`src/rtl/tiny_cpu_pkg.sv`:
```
// Shared types and constants for the tiny CPU front end.
package tiny_cpu_pkg;

    typedef enum logic [1:0] {
        IDLE   = 2'd0,
        REQ_HI = 2'd1,
        REQ_LO = 2'd2
    } fetch_state_t;

    localparam int unsigned INSTR_WIDTH = 16;
    localparam int unsigned BYTE_WIDTH  = 8;
    localparam logic [INSTR_WIDTH-1:0] INSTR_NOP = 16'h0000;

endpackage

```
`src/rtl/instruction_fetch_unit.sv`:
```
// Fetches 16-bit instructions as two bytes (high first) over a req/ack byte bus
// and owns the program counter, including jump redirect mid-fetch.
module instruction_fetch_unit
    import tiny_cpu_pkg::*;
#(
    parameter int unsigned ADDR_WIDTH = 16,
    parameter logic [ADDR_WIDTH-1:0] RESET_PC = '0
) (
    input  logic                   clk_in,
    input  logic                   reset_n_in,
    input  logic                   fetch_start_in,
    input  logic                   jump_en_in,
    input  logic [ADDR_WIDTH-1:0]  jump_addr_in,
    output logic                   mem_req_out,
    output logic [ADDR_WIDTH-1:0]  mem_addr_out,
    input  logic                   mem_ack_in,
    input  logic [BYTE_WIDTH-1:0]  mem_rdata_in,
    output logic                   ir_write_en_out,
    output logic [INSTR_WIDTH-1:0] ir_data_out,
    output logic [ADDR_WIDTH-1:0]  pc_out
    ,
    output logic                   busy_out
);

    fetch_state_t          state;
    logic [ADDR_WIDTH-1:0] pc;
    logic [BYTE_WIDTH-1:0] hi_byte;
    logic                  jump_pending;

    logic [ADDR_WIDTH-1:0] jump_tgt_c;
    logic                  discard_c;

    // Instructions are halfword aligned, so bit 0 of a jump target is dropped.
    assign jump_tgt_c = jump_addr_in & ~ADDR_WIDTH'(1);
    // A jump seen earlier in this fetch, or arriving now, kills the fetch.
    assign discard_c  = jump_pending | jump_en_in;
    assign pc_out     = pc;

    always_ff @(posedge clk_in or negedge reset_n_in) begin
        if (!reset_n_in) begin
            state           <= IDLE;
            pc              <= RESET_PC;
            hi_byte         <= '0;
            jump_pending    <= 1'b0;
            mem_req_out     <= 1'b0;
            mem_addr_out    <= '0;
            ir_write_en_out <= 1'b0;
            ir_data_out     <= INSTR_NOP;
            busy_out        <= 1'b0;
        end else begin
            ir_write_en_out <= 1'b0;
            case (state)
                IDLE: begin
                    if (jump_en_in) begin
                        pc <= jump_tgt_c;
                    end
                    if (fetch_start_in) begin
                        mem_req_out  <= 1'b1;
                        mem_addr_out <= jump_en_in ? jump_tgt_c : pc;
                        busy_out     <= 1'b1;
                        state        <= REQ_HI;
                    end
                end
                REQ_HI: begin
                    if (jump_en_in) begin
                        pc           <= jump_tgt_c;
                        jump_pending <= 1'b1;
                    end
                    if (mem_ack_in) begin
                        if (discard_c) begin
                            // Let the outstanding byte finish, skip the low byte.
                            mem_req_out  <= 1'b0;
                            busy_out     <= 1'b0;
                            jump_pending <= 1'b0;
                            state        <= IDLE;
                        end else begin
                            hi_byte      <= mem_rdata_in;
                            mem_addr_out <= pc | ADDR_WIDTH'(1);
                            state        <= REQ_LO;
                        end
                    end
                end
                REQ_LO: begin
                    if (jump_en_in) begin
                        pc           <= jump_tgt_c;
                        jump_pending <= 1'b1;
                    end
                    if (mem_ack_in) begin
                        mem_req_out  <= 1'b0;
                        busy_out     <= 1'b0;
                        jump_pending <= 1'b0;
                        state        <= IDLE;
                        if (!discard_c) begin
                            ir_data_out     <= {hi_byte, mem_rdata_in};
                            ir_write_en_out <= 1'b1;
                            pc              <= pc + ADDR_WIDTH'(2);
                        end
                    end
                end
                default: begin
                    mem_req_out <= 1'b0;
                    busy_out    <= 1'b0;
                    state       <= IDLE;
                end
            endcase
        end
    end

endmodule

```
`config.mk`:
```
export PLATFORM = sky130hd
export DESIGN_NAME = instruction_fetch_unit
export DESIGN_NICKNAME = d
export VERILOG_FILES = /design/src/rtl/tiny_cpu_pkg.sv /design/src/rtl/instruction_fetch_unit.sv
export SDC_FILE = /design/constraint.sdc
export NUM_CORES = 1
export LEC_CHECK = 0
export CAP_MARGIN = 15
export CORE_UTILIZATION = 50
export DETAILED_ROUTE_END_ITERATION = 10
export PLACE_DENSITY_LB_ADDON = 0.3
export SETUP_SLACK_MARGIN = 0.02
export SYNTH_ARGS = -nofsm -noshare
export SYNTH_HDL_FRONTEND = slang
export SYNTH_SLANG_ARGS = --single-unit
```
`constraint.sdc`:
```
create_clock -name clk_in -period 3.1 [get_ports clk_in]
set_clock_uncertainty 0.15 [all_clocks]
set_input_delay 0.62 -clock clk_in [delete_from_list [all_inputs] [get_ports clk_in]]
set_output_delay 0.62 -clock clk_in [all_outputs]
set_load 0.02 [all_outputs]
```
### Word-level counts from Yosys, hierarchy flattened

Cells that the tools add are included.

| cells by class | value |
|---|---|
| bitwise gates (word level) | 2 |
| eq/ne operators | 7 |
| muxes and demuxes | 26 |
| reduce and logical (&&, ||, !) cells | 10 |
| $add $sub $neg | 1 |

Operators with widths:

| cell | count |
|---|---|
| two-way mux 16 bit | 6 |
| case mux 16 bit (2 select lines) | 2 |
| adder 16 x 2 -> 16 bit (second input constant) | 1 |
| two-way mux 1 bit | 11 |
| != test 2 bit (second input constant) | 5 |
| AND reduction 3 bit | 3 |
| two-way mux 2 bit | 4 |
| AND reduction 4 bit | 2 |
| case mux 2 bit (3 select lines) | 1 |
| nonzero test 2 bit | 3 |
| case mux 1 bit (3 select lines) | 1 |
| equality test 2 x 1 -> 1 bit (second input constant) | 1 |
| equality test 2 bit (second input constant) | 1 |
| zero test 2 bit | 1 |
| case mux 1 bit (2 select lines) | 1 |
| OR reduction 2 bit | 1 |
| inverter 1 bit | 1 |
| OR 1 bit | 1 |

| word-level totals | value |
|---|---|
| output and inout bits | 51 |
| register bits | 61 |
| input port bits | 29 |

### Logic depth before layout (Yosys ltp)

| depth | value |
|---|---|
| word-level depth | 4 |
| gate-level depth with buffers | 9 |
| depth with buffers taken out | 7 |

### Worst setup path after synthesis

OpenSTA, ideal clock, no wires.

| path | value |
|---|---|
| path type | register to register |
| from | register pc[1] (netlist: pc_out[1]) |
| to | register pc[13] (netlist: pc_out[13]) |
| period minus slack after synthesis | 1.971 ns |
| setup time | 0.067 ns |
| arrival time | 1.753 ns |
| cell stages (with the launch flop) | 6 |
| buffers on the path | 0 |
| data required time | 2.883 ns |
| path slack | 1.129 ns |
| cell sequence | dfrtp_1 -> ha_1 -> nand3_1 -> or4_1 -> a21oi_1 -> o221a_1 |

| on the way | value |
|---|---|
| cells in the longest elaborated chain, start to end | 4 |

RTL lines:

| element | RTL line | RTL |
|---|---|---|
| start: declaration | instruction_fetch_unit.sv:26 | `logic [ADDR_WIDTH-1:0] pc;` |
| start signal: assignment | instruction_fetch_unit.sv:55 | `pc <= jump_tgt_c;` |
| start signal: assignment | instruction_fetch_unit.sv:66 | `pc <= jump_tgt_c;` |
| start signal: assignment | instruction_fetch_unit.sv:85 | `pc <= jump_tgt_c;` |
| adder 16 x 2 -> 16 bit | instruction_fetch_unit.sv:96 | `pc <= pc + ADDR_WIDTH'(2);` |
| two-way mux 16 bit | instruction_fetch_unit.sv:93 | `if (!discard_c) begin` |
| two-way mux 16 bit | instruction_fetch_unit.sv:88 | `if (mem_ack_in) begin` |
| case mux 16 bit (2 select lines) | instruction_fetch_unit.sv:52 | `case (state)` |

Every way passes these cells.
A chain may end at the register's enable or synchronous reset.

### Final worst setup path

| path | value |
|---|---|
| from | register pc[1] (netlist: pc_out[1]) |
| to | output pc_out[1] |

RTL lines:

| element | RTL line | RTL |
|---|---|---|
| end: declaration | instruction_fetch_unit.sv:20 | `output logic [ADDR_WIDTH-1:0] pc_out` |

No word-level cell between the ends.

==> flow_summary.json <==
{
  "status": "completed",
  "postLayoutCellArea_um2": 4040,
  "synthCells": 307,
  "cp_max_fo": 8,
  "p_sw_share_pct": 39.0,
  "cts.repair.resized": 0,
  "clock-sinks": 61,
  "insertion_delay_ns": 0.33,
  "drive_above_1_share_pct": 10.2,
  "cts_hold_buf": 0,
  "tns_ns": 0,
  "root_buffer": "clkbuf_8",
  "grtUsageTotal_pct": 25.0,
  "hpwlAfterDp_mm": 4.93,
  "crit_family": "buffers and inverters",
  "first_pass_iters": 4,
  "startpoint": "pc_out[1]$_DFFE_PN0P_",
  "r2r-start": "state[0]$_DFFE_PN0P_",
  "r2r_slack_ns": 1.05,
  "fin_nets": 421,
  "cts_setup_buffers": 0,
  "fill_cells": 432,
  "grt.overflow.total": 0,
  "num_vias": 2556,
  "via_per_inst": 5.52,
  "critPathArrivalTime_ns": 1.51,
  "peakVddDrop_uv": 519,
  "num_rows": 27,
  "grt_antenna_before_repair": 0,
  "wirelength_mm": 7.15,
  "sequentialPowerShare_pct": 35.4,
  "yosysTopAreaCell": "dfrtp_1",
  "fmax_mhz": 438,
  "wl_per_cell_um": 15.4,
  "fp.dieW_um": 79.0,
  "synth-edff-count": 0,
  "clk_path_buf_depth": 2,
  "fp.dieH_um": 79.0,
  "cts_buffers": 9,
  "drt_iter0_drc": 150,
  "dpl_cell_area_um2": 3820,
  "synthTopCellsByArea": "dfrtp_1 51%, nand2_1 9.2%, mux2i_1 5.1%",
  "cpMaxStageDelayCell": "clkdlybuf4s50_1",
  "cts_max_level": 3,
  "synth_common_cells": "73 x nand2_1, 61 x dfrtp_1, 30 x o21ai_0",
  "syn-num-nets": 342,
  "cp-start-kind": "register",
  "post-synth-top-area-fraction_pct": 51.5,
  "powerDensity_nw_per_um2": 959,
  "holdWs_ns": 0.135,
  "layout.cells.non_filler": 463,
  "cp_cell_sequence": "clkdlybuf4s50_1",
  "slowest_delay_ns": 0.67,
  "drc": 0,
  "avgSynthCellArea_um2": 9.66,
  "grt_pass1_wl_mm": 11.9,
  "cp.required_ns": 2.33,
  "grt_pass1_vias": 2462,
  "ys_types": 45,
  "comb_power_share_pct": 44.7,
  "grt_max_degree": 38,
  "ys_ff_latch": 61,
  "rr_worst_depth": 7,
  "async_flop_share_pct": 100,
  "p_sw_mw": 1.51,
  "initial_core_util_pct": 52.9,
  "power.share.clock_pct": 19.8,
  "diodes": 0,
  "post-route-period-util_pct": 73.7,
  "maxCapViolCount": 0,
  "place_congestion": 0.848,
  "reg2reg_to": "pc_out[6]$_DFFE_PN0P_",
  "cts_tree": "built",
  "synthFlopType": "dfrtp_1",
  "power.total_mw": 3.87,
  "internal-power_mw": 2.36,
  "place.port_buffers": 78,
  "path_class": "register to output port",
  "leakagePower_nw": 1.77,
  "dieArea_um2": 6240,
  "postRouteAntennaNets": 0,
  "ys_seq_area_share_pct": 51.5,
  "path_clk_slew_ns": 0.07,
  "worst_pin_slew_ns": 0.686,
  "slew_violations": 0,
  "worstSetupEndpointType": "output port",
  "hold_path_class": "input pin to asynchronous set/reset pin",
  "yosys.cell_count.top_type": "nand2_1",
  "yosysWarnings": 0,
  "period_minus_slack_ns": 2.28,
  "maxSlewHeadroom_pct": 54.3,
  "placedCellCount": 447,
  "setup_viol": 0,
  "design.core.area_um2": 5610,
  "hold_viol": 0,
  "synthesis.area_um2": 2970,
  "rsz0062_at_grt": "false",
  "critPathBufInv": 1,
  "area_growth_pct": 36.1,
  "ios": 80
}
[worst max path at each step]
stage                                  endpoint  slack, ns  depth (start not counted)
CTS                                   pc_out[1]       0.79                          1
detailed placement  mem_addr_out[5]$_DFFE_PN0P_       0.61                          6
global placement          pc_out[6]$_DFFE_PN0P_       0.64                          6
global route                          pc_out[1]       0.77                          1
finish                                pc_out[1]       0.82                          1
floorplan                pc_out[13]$_DFFE_PN0P_       1.13                          5
[cell usage in the layout (no fill, tap or decap), types with 6 or more instances in the layout]
| cell | n |
|---|---|
| a21oi_1 | 12 |
| buf_4 | 6 |
| clkbuf_8 | 9 |
| clkdlybuf4s50_1 | 77 |
| dfrtp_1 | 61 |
| ha_1 | 6 |
| inv_1 | 8 |
| mux2_2 | 10 |
| mux2i_1 | 15 |
| nand2_1 | 73 |
| nand3_1 | 8 |
| nor2_1 | 17 |
| o21ai_0 | 30 |
[metal layers]
metal / GRT usage [%] / vias up / wire, um
met5: 0 / - / 0
met4: 11.8 / 0 / 122
met3: 4.37 / 11 / 406
met2: 37.6 / 82 / 3350
met1: 35.1 / 1239 / 3270
li1: - / 1224 / -
[area by class of cell]
| type | instances | area (um^2) | share of cell area (%) |
|---|---|---|---|
| timing repair buffer | 85 | 841 | 20.8 |
| inverter | 8 | 30.0 | 0.744 |
| sequential | 61 | 1530 | 37.8 |
| clock inverter | 6 | 86.3 | 2.14 |
| clock buffer | 10 | 128 | 3.16 |
| tap | 72 | 90.1 | 2.23 |
| multi-input combinational | 221 | 1340 | 33.1 |
[through the flow]
step | worst slack (ns) | util [%]
final | 0.815 | 72.0
after global routing | 0.768 | 72.0
after CTS | 0.795 | 72.0
after detailed placement | 0.606 | 68.2
after global placement | 0.637 | 68.2
after floorplan | 1.13 | -
[power by group through the flow]
stage / logic (mW) / clock network, mW / registers [mW]
after floorplan: 0.753 / 0 / 1.62
after global placement: 1.69 / 0 / 1.36
after detailed placement: 1.73 / 0 / 1.38
after CTS: 1.74 / 0.781 / 1.37
after global routing: 1.89 / 0.818 / 1.42
final: 1.73 / 0.768 / 1.37
[cells by family after synthesis]
kind of cell / synth area share [%]
flops: 51.5
buf+inv: 3.63
simple gates: 19.4
compound gates: 14.1
fa+ha+maj: 2.53
mux: 8.86
[state kept, by name (all words and copies together) (netlist names)]
name and cells:
busy_out 1, ir_write_en_out 1, hi_byte 8, ir_data_out 16, pc_out 16, jump_pending 1
state 2, mem_addr_out 16
No activity file was read; power rests on OpenSTA's default activity.
